[src/rtl/pwm_multi.sv]
// Multi-channel PWM generator with a shared edge/center-aligned counter.
// New period/mode/duty sets are double-buffered and switch in only on a period boundary.
//
// dir state | meaning
// DIR_UP    | counter incrementing; cnt==0 here marks a period boundary
// DIR_DOWN  | counter decrementing (center-aligned mode only)
module pwm_multi #(
    parameter int WIDTH    = 8,
    parameter int CHANNELS = 4
) (
    input  logic                      clk,
    input  logic                      n_rst,
    input  logic                      en,
    input  logic                      load,
    input  logic [WIDTH-1:0]          period,
    input  logic                      mode,
    input  logic [CHANNELS*WIDTH-1:0] duty,
    output logic [CHANNELS-1:0]       pwm_o,
    output logic                      period_start,
    output logic                      upd_done,
    output logic                      pending
);

    localparam logic [0:0] DIR_UP   = 1'b0;
    localparam logic [0:0] DIR_DOWN = 1'b1;

    logic [WIDTH-1:0]          cnt;
    logic [0:0]                dir;
    logic [WIDTH-1:0]          sh_period;
    logic                      sh_mode;
    logic [CHANNELS*WIDTH-1:0] sh_duty;
    logic [WIDTH-1:0]          act_period;
    logic                      act_mode;
    logic [CHANNELS*WIDTH-1:0] act_duty;

    logic                      boundary;
    logic                      apply;
    logic [WIDTH-1:0]          eff_period;
    logic                      eff_mode;
    logic [CHANNELS*WIDTH-1:0] eff_duty;
    logic [WIDTH-1:0]          cnt_nxt;
    logic [0:0]                dir_nxt;
    logic [CHANNELS-1:0]       pwm_nxt;

    assign boundary = en && (cnt == '0) && (dir == DIR_UP);
    assign apply    = boundary && (load || pending);

    // The values that govern this cycle: a set switching in at this boundary
    // already drives the counter step and the compare, so the new period starts cleanly.
    always_comb begin
        eff_period = act_period;
        eff_mode   = act_mode;
        eff_duty   = act_duty;
        if (boundary && load) begin
            eff_period = period;
            eff_mode   = mode;
            eff_duty   = duty;
        end else if (boundary && pending) begin
            eff_period = sh_period;
            eff_mode   = sh_mode;
            eff_duty   = sh_duty;
        end
    end

    always_comb begin
        cnt_nxt = '0;
        dir_nxt = DIR_UP;
        if (en && (eff_period != '0)) begin
            if (!eff_mode) begin
                cnt_nxt = (cnt >= eff_period) ? '0 : cnt + 1'b1;
            end else if (dir == DIR_UP) begin
                if (cnt >= eff_period) begin
                    cnt_nxt = '0;
                end else begin
                    cnt_nxt = cnt + 1'b1;
                    dir_nxt = (cnt_nxt == eff_period) ? DIR_DOWN : DIR_UP;
                end
            end else begin
                // Turn around on arrival at 0 so that 0 is visited once per period.
                if (cnt != '0) begin
                    cnt_nxt = cnt - 1'b1;
                    dir_nxt = (cnt_nxt == '0) ? DIR_UP : DIR_DOWN;
                end
            end
        end
    end

    always_comb begin
        pwm_nxt = '0;
        for (int i = 0; i < CHANNELS; i++) begin
            pwm_nxt[i] = en && (cnt < eff_duty[i*WIDTH +: WIDTH]);
        end
    end

    always_ff @(posedge clk or negedge n_rst) begin
        if (!n_rst) begin
            cnt          <= '0;
            dir          <= DIR_UP;
            sh_period    <= '0;
            sh_mode      <= 1'b0;
            sh_duty      <= '0;
            act_period   <= '0;
            act_mode     <= 1'b0;
            act_duty     <= '0;
            pending      <= 1'b0;
            pwm_o        <= '0;
            period_start <= 1'b0;
            upd_done     <= 1'b0;
        end else begin
            cnt          <= cnt_nxt;
            dir          <= dir_nxt;
            pwm_o        <= pwm_nxt;
            period_start <= boundary;
            upd_done     <= apply;
            if (load) begin
                sh_period <= period;
                sh_mode   <= mode;
                sh_duty   <= duty;
            end
            if (apply) begin
                act_period <= eff_period;
                act_mode   <= eff_mode;
                act_duty   <= eff_duty;
                pending    <= 1'b0;
            end else if (load) begin
                pending <= 1'b1;
            end
        end
    end

endmodule

[config.mk]
export PLATFORM = sky130hd
export DESIGN_NAME = pwm_multi
export DESIGN_NICKNAME = d
export VERILOG_FILES = /design/src/rtl/pwm_multi.sv
export SDC_FILE = /design/constraint.sdc
export NUM_CORES = 1
export LEC_CHECK = 0
export CORE_MARGIN = 2
export CORE_UTILIZATION = 55
export CTS_CLUSTER_DIAMETER = 30
export DETAILED_ROUTE_END_ITERATION = 12
export PLACE_DENSITY = 0.81
export SLEW_MARGIN = 10
export SYNTH_ARGS = -nofsm -noshare
export SYNTH_HDL_FRONTEND = slang
export SYNTH_SLANG_ARGS = --single-unit
[constraint.sdc]
create_clock -name clk -period 12.2 [get_ports clk]
set_input_delay 1.83 -clock clk [delete_from_list [all_inputs] [get_ports clk]]
set_output_delay 1.83 -clock clk [all_outputs]
set_load 0.05 [all_outputs]
# Yosys cells after proc, flatten, opt, wreduce, memory -nomap -nowiden
# Index checks and enable logic that the tools add are counted.
[classes] add_sub_neg=2 n_lt_le_gt_ge=5 n_eq_ne=1 mux=20 bitwise=1 n_reduce_logical=16
[ops] cell="$mux 32" n=2
[ops] cell="$mux 8" n=7
[ops] cell="$lt 8x8->1" n=4
[ops] cell="$logic_not 8->1" n=2
[ops] cell="$reduce_bool 8->1" n=2
[ops] cell="$mux 1" n=11
[ops] cell="$logic_and 1x1->1" n=10
[ops] cell="$add 8x1->8 const B" n=1
[ops] cell="$eq 8x8->1" n=1
[ops] cell="$ge 8x8->1" n=1
[ops] cell="$sub 8x1->8 const B" n=1
[ops] cell="$reduce_bool 2->1" n=1
[ops] cell="$logic_or 1x1->1" n=1
[ops] cell="$not 1->1" n=1
[word_totals] ff_bits=98 in_bits=45 output_inout_bits=7 wordCells=57

# Longest topological paths before layout
[logic_depth] depth_word=12 ltp_mapped=18 ltp_nobuf=15

# Worst setup path before layout
# Ideal clock, no wire load.
[synth_path] kind="input -> register" from="in en" to="reg cnt[4]" setup_time_ns=0.104 t_arrival_ns=4.486 required_time_ns=12.096 slack_ns=7.610 path_stages=11 n_path_buf=1 cell_sequence="nor2b_1 > clkbuf_1 > a41oi_1 > o211ai_2 > ha_1 > a2111oi_0 > nor2b_1 > o21ai_0 > a21boi_1 > a22oi_1 > a221oi_1"
[synth_via] elab_chain_len=10 word_cells_on_any_way=15 cone_classes="order compare: 1; mux: 8; reduce/logical: 6"
[synth_lines] element="start, declared" line_no="13" text="input logic en,"
[synth_lines] element="$logic_and 1x1->1 (2 in series)" line_no="45" text="assign boundary = en && (cnt == '0) && (dir == DIR_UP);"
[synth_lines] element="$logic_and 1x1->1" line_no="58" text="end else if (boundary && pending) begin"
[synth_lines] element="$mux 8" line_no="58"
[synth_lines] element="$mux 8" line_no="54" text="if (boundary && load) begin"
[synth_lines] element="$ge 8x8->1" line_no="70, 72"
[synth_lines] element="$mux 8" line_no="70, 72"
[synth_lines] element="$mux 8" line_no="71" text="end else if (dir == DIR_UP) begin"
[synth_lines] element="$mux 8" line_no="69" text="if (!eff_mode) begin"
[synth_lines] element="$mux 8 (*)" line_no="68" text="if (en && (eff_period != '0)) begin"
[synth_lines] element="net cnt_nxt[4]" line_no="41" text="logic [WIDTH-1:0] cnt_nxt;"
[synth_lines] element="end signal, assigned" line_no="110" text="cnt <= cnt_nxt;"
[synth_lines] element="end, declared" line_no="27" text="logic [WIDTH-1:0] cnt;"
# Mark *: on every way through the listed nets, which the timed path passes. The rest lies on a longest branch.
# A chain may end at the register's enable or synchronous reset.

# Worst setup path in the final report
[layout_path] from="in en" to="reg cnt[4]"
[layout_via] elab_chain_len=10 word_cells_on_any_way=15 cone_classes="order compare: 1; mux: 8; reduce/logical: 6"
[layout_lines] element="$logic_and 1x1->1 (*) (2 in series)" line_no="45"
[layout_lines] element="$logic_and 1x1->1" line_no="58"
[layout_lines] element="$mux 8" line_no="58"
[layout_lines] element="$mux 8 (*)" line_no="54"
[layout_lines] element="net eff_period[0]" line_no="38" text="logic [WIDTH-1:0] eff_period;"
[layout_lines] element="$ge 8x8->1" line_no="70, 72"
[layout_lines] element="$mux 8" line_no="70, 72"
[layout_lines] element="$mux 8" line_no="71"
[layout_lines] element="$mux 8" line_no="69"
[layout_lines] element="$mux 8 (*)" line_no="68"
[layout_lines] element="net cnt_nxt[4]" line_no="41"
# Marked as above.

==> results.cfg <==
[status]
outcome = finished clean

[timing]
finalHoldViolations = 0
fin_crit_ns = 6.38
slew_headroom_pct = 37.1
finalMaxSlewViolations = 0
worst_pin_slew_ns = 0.943
rsz0062_at_grt = no
fmax_mhz = 157
setup_tns_ns = 0
period_share_pct = 52.3
fin_skew_ns = 0.0117
setup_viol = 0

[worst_setup_path]
cp-end-kind = register
crit_buf_inv = 3
path_cells = clkdlybuf4s50_1 -> nor2b_1 -> nand3_1 -> buf_4 -> inv_1 -> a31oi_1 -> o21a_1 -> ha_1 -> nand2b_1 -> a211oi_1 -> o21ai_0 -> a21boi_1 -> a22oi_1 -> a221oi_1
slowest_stage = clkdlybuf4s50_1
cpPeakStageDelay_ns = 0.87
cp_top_family = compound AO/OA/AOI/OAI gates
crit_start = en
cp_max_fo = 29
cp-start-kind = input port
crit_type = in2reg
worst_ep_arrival_time_ns = 6.65
worstPathRequired_ns = 12.47
r2r-start = cnt[4]$_DFF_PN0_

[floorplanning]
ioPinCount = 52
die_area_um2 = 11500
initial_core_util_pct = 56.7
rows = 37
die_h_um = 107
die_w_um = 107
core_um2 = 10400

[clock_network]
cts.sinks = 98
post_cts_resized = 0
insertion_delay_ns = 0.38
cts-htree-levels = 3
cts_tree = yes
hold_buffers = 0
cts_root_buffer = clkbuf_8
cts_setup_buffers = 0
cts_buffers = 9
path_clk_slew_ns = 0.10
cts_max_path_buffers = 2

[power_and_ir_drop]
p_per_area_nw_per_um2 = 192
leakage_uw = 0.00299
ir_drop_uv = 96.4

[cells_and_area]
layout-drive-gt1-share_pct = 11.2
final_cell_mix = 144 x nor2_1, 97 x dfrtp_1, 50 x inv_1, 49 x clkdlybuf4s50_1, 39 x ha_1
syn2layout_area_growth_pct = 13.0
nets = 765
num_antenna_cells = 0
mostFrequentLayoutCell = nor2_1
post-route-util_pct = 64.1
n_fill_cell = 836

[global_routing]
grt_use_met3_pct = 4.30
grt_pass1_vias = 5074
grt.total_usage_pct = 26.0
grtUsageMet1_pct = 32.7
grt_busiest_layer = met2
grt_antenna_before_repair = 0
overflow = 0
grt_max_degree = 85
grt_use_met2_pct = 45.0
grt_pass1_wl_um = 23800

[yosys]
synthFlopType = dfrtp_1
yosysTopAreaCellShare_pct = 41.7
synth_area_leaders = dfrtp_1 42%, nor2_1 9.2%, ha_1 8.3%, mux2_2 6.5%, o22ai_1 3.4%
synth-seq-cells = 98
syn_inst = 652
syn_nets = 736
synth_largest_area_cell = dfrtp_1
postSynthAreaPerCell_um2 = 9.02
synth-async-reset-ratio_pct = 100
ys_seq_area_share_pct = 41.7
synth_cell_types = 64
netlist_area_um2 = 5880
synth_edf_count = 0
yosys_warnings = 0

[routing]
wl_per_cell_um = 17.3
drt-initial-drc-count = 396
via_per_inst = 6.05
vias = 4968
first_pass_iters = 4
wl_um = 14200
drc = 0
ant_nets = 0

[run]
cap_viol_max_count = 0

[place]
io_buffers = 51
place_congestion = 0.917
dpl.hpwl_um = 9650

[hold_path]
hold_start = sh_duty[4]$_DFFE_PN0P_
hold_class = reg2reg
cell families after synthesis:
group / count (synthesis) / synth area share, %
DFF: 98 / 41.7
xor gates and xnor gates: 12 / 1.79
buffers and inverters: 91 / 5.87
and+or+nand+nor: 218 / 17.2
adders and majority gates: 39 / 8.29
AOI/OAI and AO/OA: 159 / 18.5
muxes: 35 / 6.68
Yosys cell counts (4+ instances only):
library cell	number
dfrtp_1	98
nor2b_1	10
a21o_1	4
buf_1	6
a41oi_1	5
o21ai_0	20
nor2_1	144
a31oi_1	8
a21oi_1	38
nand3_1	7
clkbuf_1	32
nand4_1	6
a31o_2	5
o22a_1	4
or4_1	6
nor3_1	6
nand2_1	16
o22ai_1	32
mux2_2	34
o21a_1	5
xnor2_1	9
ha_1	39
inv_1	50
state kept, by name, indices dropped and copies added, names as in the netlist:
name and cells:
pwm_o 4, act_period 8, act_mode 1, upd_done 1, sh_mode 1, sh_period 8, sh_duty 32, dir 1
act_duty 32, period_start 1, pending 1, cnt 8
per-layer routing:
| layer | up-vias | part of all wire [%] | wire (µm) |
|---|---|---|---|
| met5 | - | 0 | 0 |
| met4 | 0 | 2.0 | 290 |
| met3 | 27 | 4.9 | 699 |
| met2 | 155 | 50 | 7080 |
| met1 | 2419 | 43 | 6140 |
| li1 | 2367 | - | - |
final timing paths:
path / end / cells after the start / slack [ns]
setup / recovery: cnt[4]$_DFF_PN0_ / 14 / 5.82
hold / removal: sh_duty[4]$_DFFE_PN0P_ / 1 / 0.51
setup reg to reg: cnt[4]$_DFF_PN0_ / 13 / 7.30
hold reg to reg: sh_duty[4]$_DFFE_PN0P_ / 1 / 0.51
max in group asynchronous: cnt[4]$_DFF_PN0_ / 2 / 9.65
min in group asynchronous: act_duty[9]$_DFFE_PN0P_ / 1 / 1.43
worst register-to-register path: stages (launching register included):
cell and delay [ns]:
dfrtp_1 0.67, nor4_4 0.93, nand3_1 0.15, buf_4 0.28
inv_1 0.48, a31oi_1 0.19, o21a_1 0.27, ha_1 0.31
nand2b_1 0.14, a211oi_1 0.22, o21ai_0 0.20, a21boi_1 0.48
a22oi_1 0.17, a221oi_1 0.32
cell type report:
cell class	count	area [µm²]	share of cell area, %
Clock buffer	12	165	2.48
Clock inverter	3	22.5	0.339
Multi-Input combinational cell	463	3090	46.4
Inverter	51	193	2.90
Timing Repair Buffer	58	558	8.39
Tap cell	136	170	2.56
Sequential cell	98	2450	36.9
report_power, final:
part	switching (µW)	internal, µW
Sequential	65.3	418
Clock	116	90.7
Combinational	345	245
Total	525	753
per-stage QoR:
stage	worst slack (ns)	cell area [µm²]	instances	power (µW)	hold slack [ns]
after detailed placement	5.51	6460	806	1080	0.497
after floorplan	7.61	5880	652	913	0.471
after CTS	5.90	6650	821	1280	0.520
final	5.82	6650	821	1280	0.515
after global placement	5.71	6460	806	1050	0.490
after global routing	5.51	6650	821	1380	0.524
(Power assumes the default switching activity.)
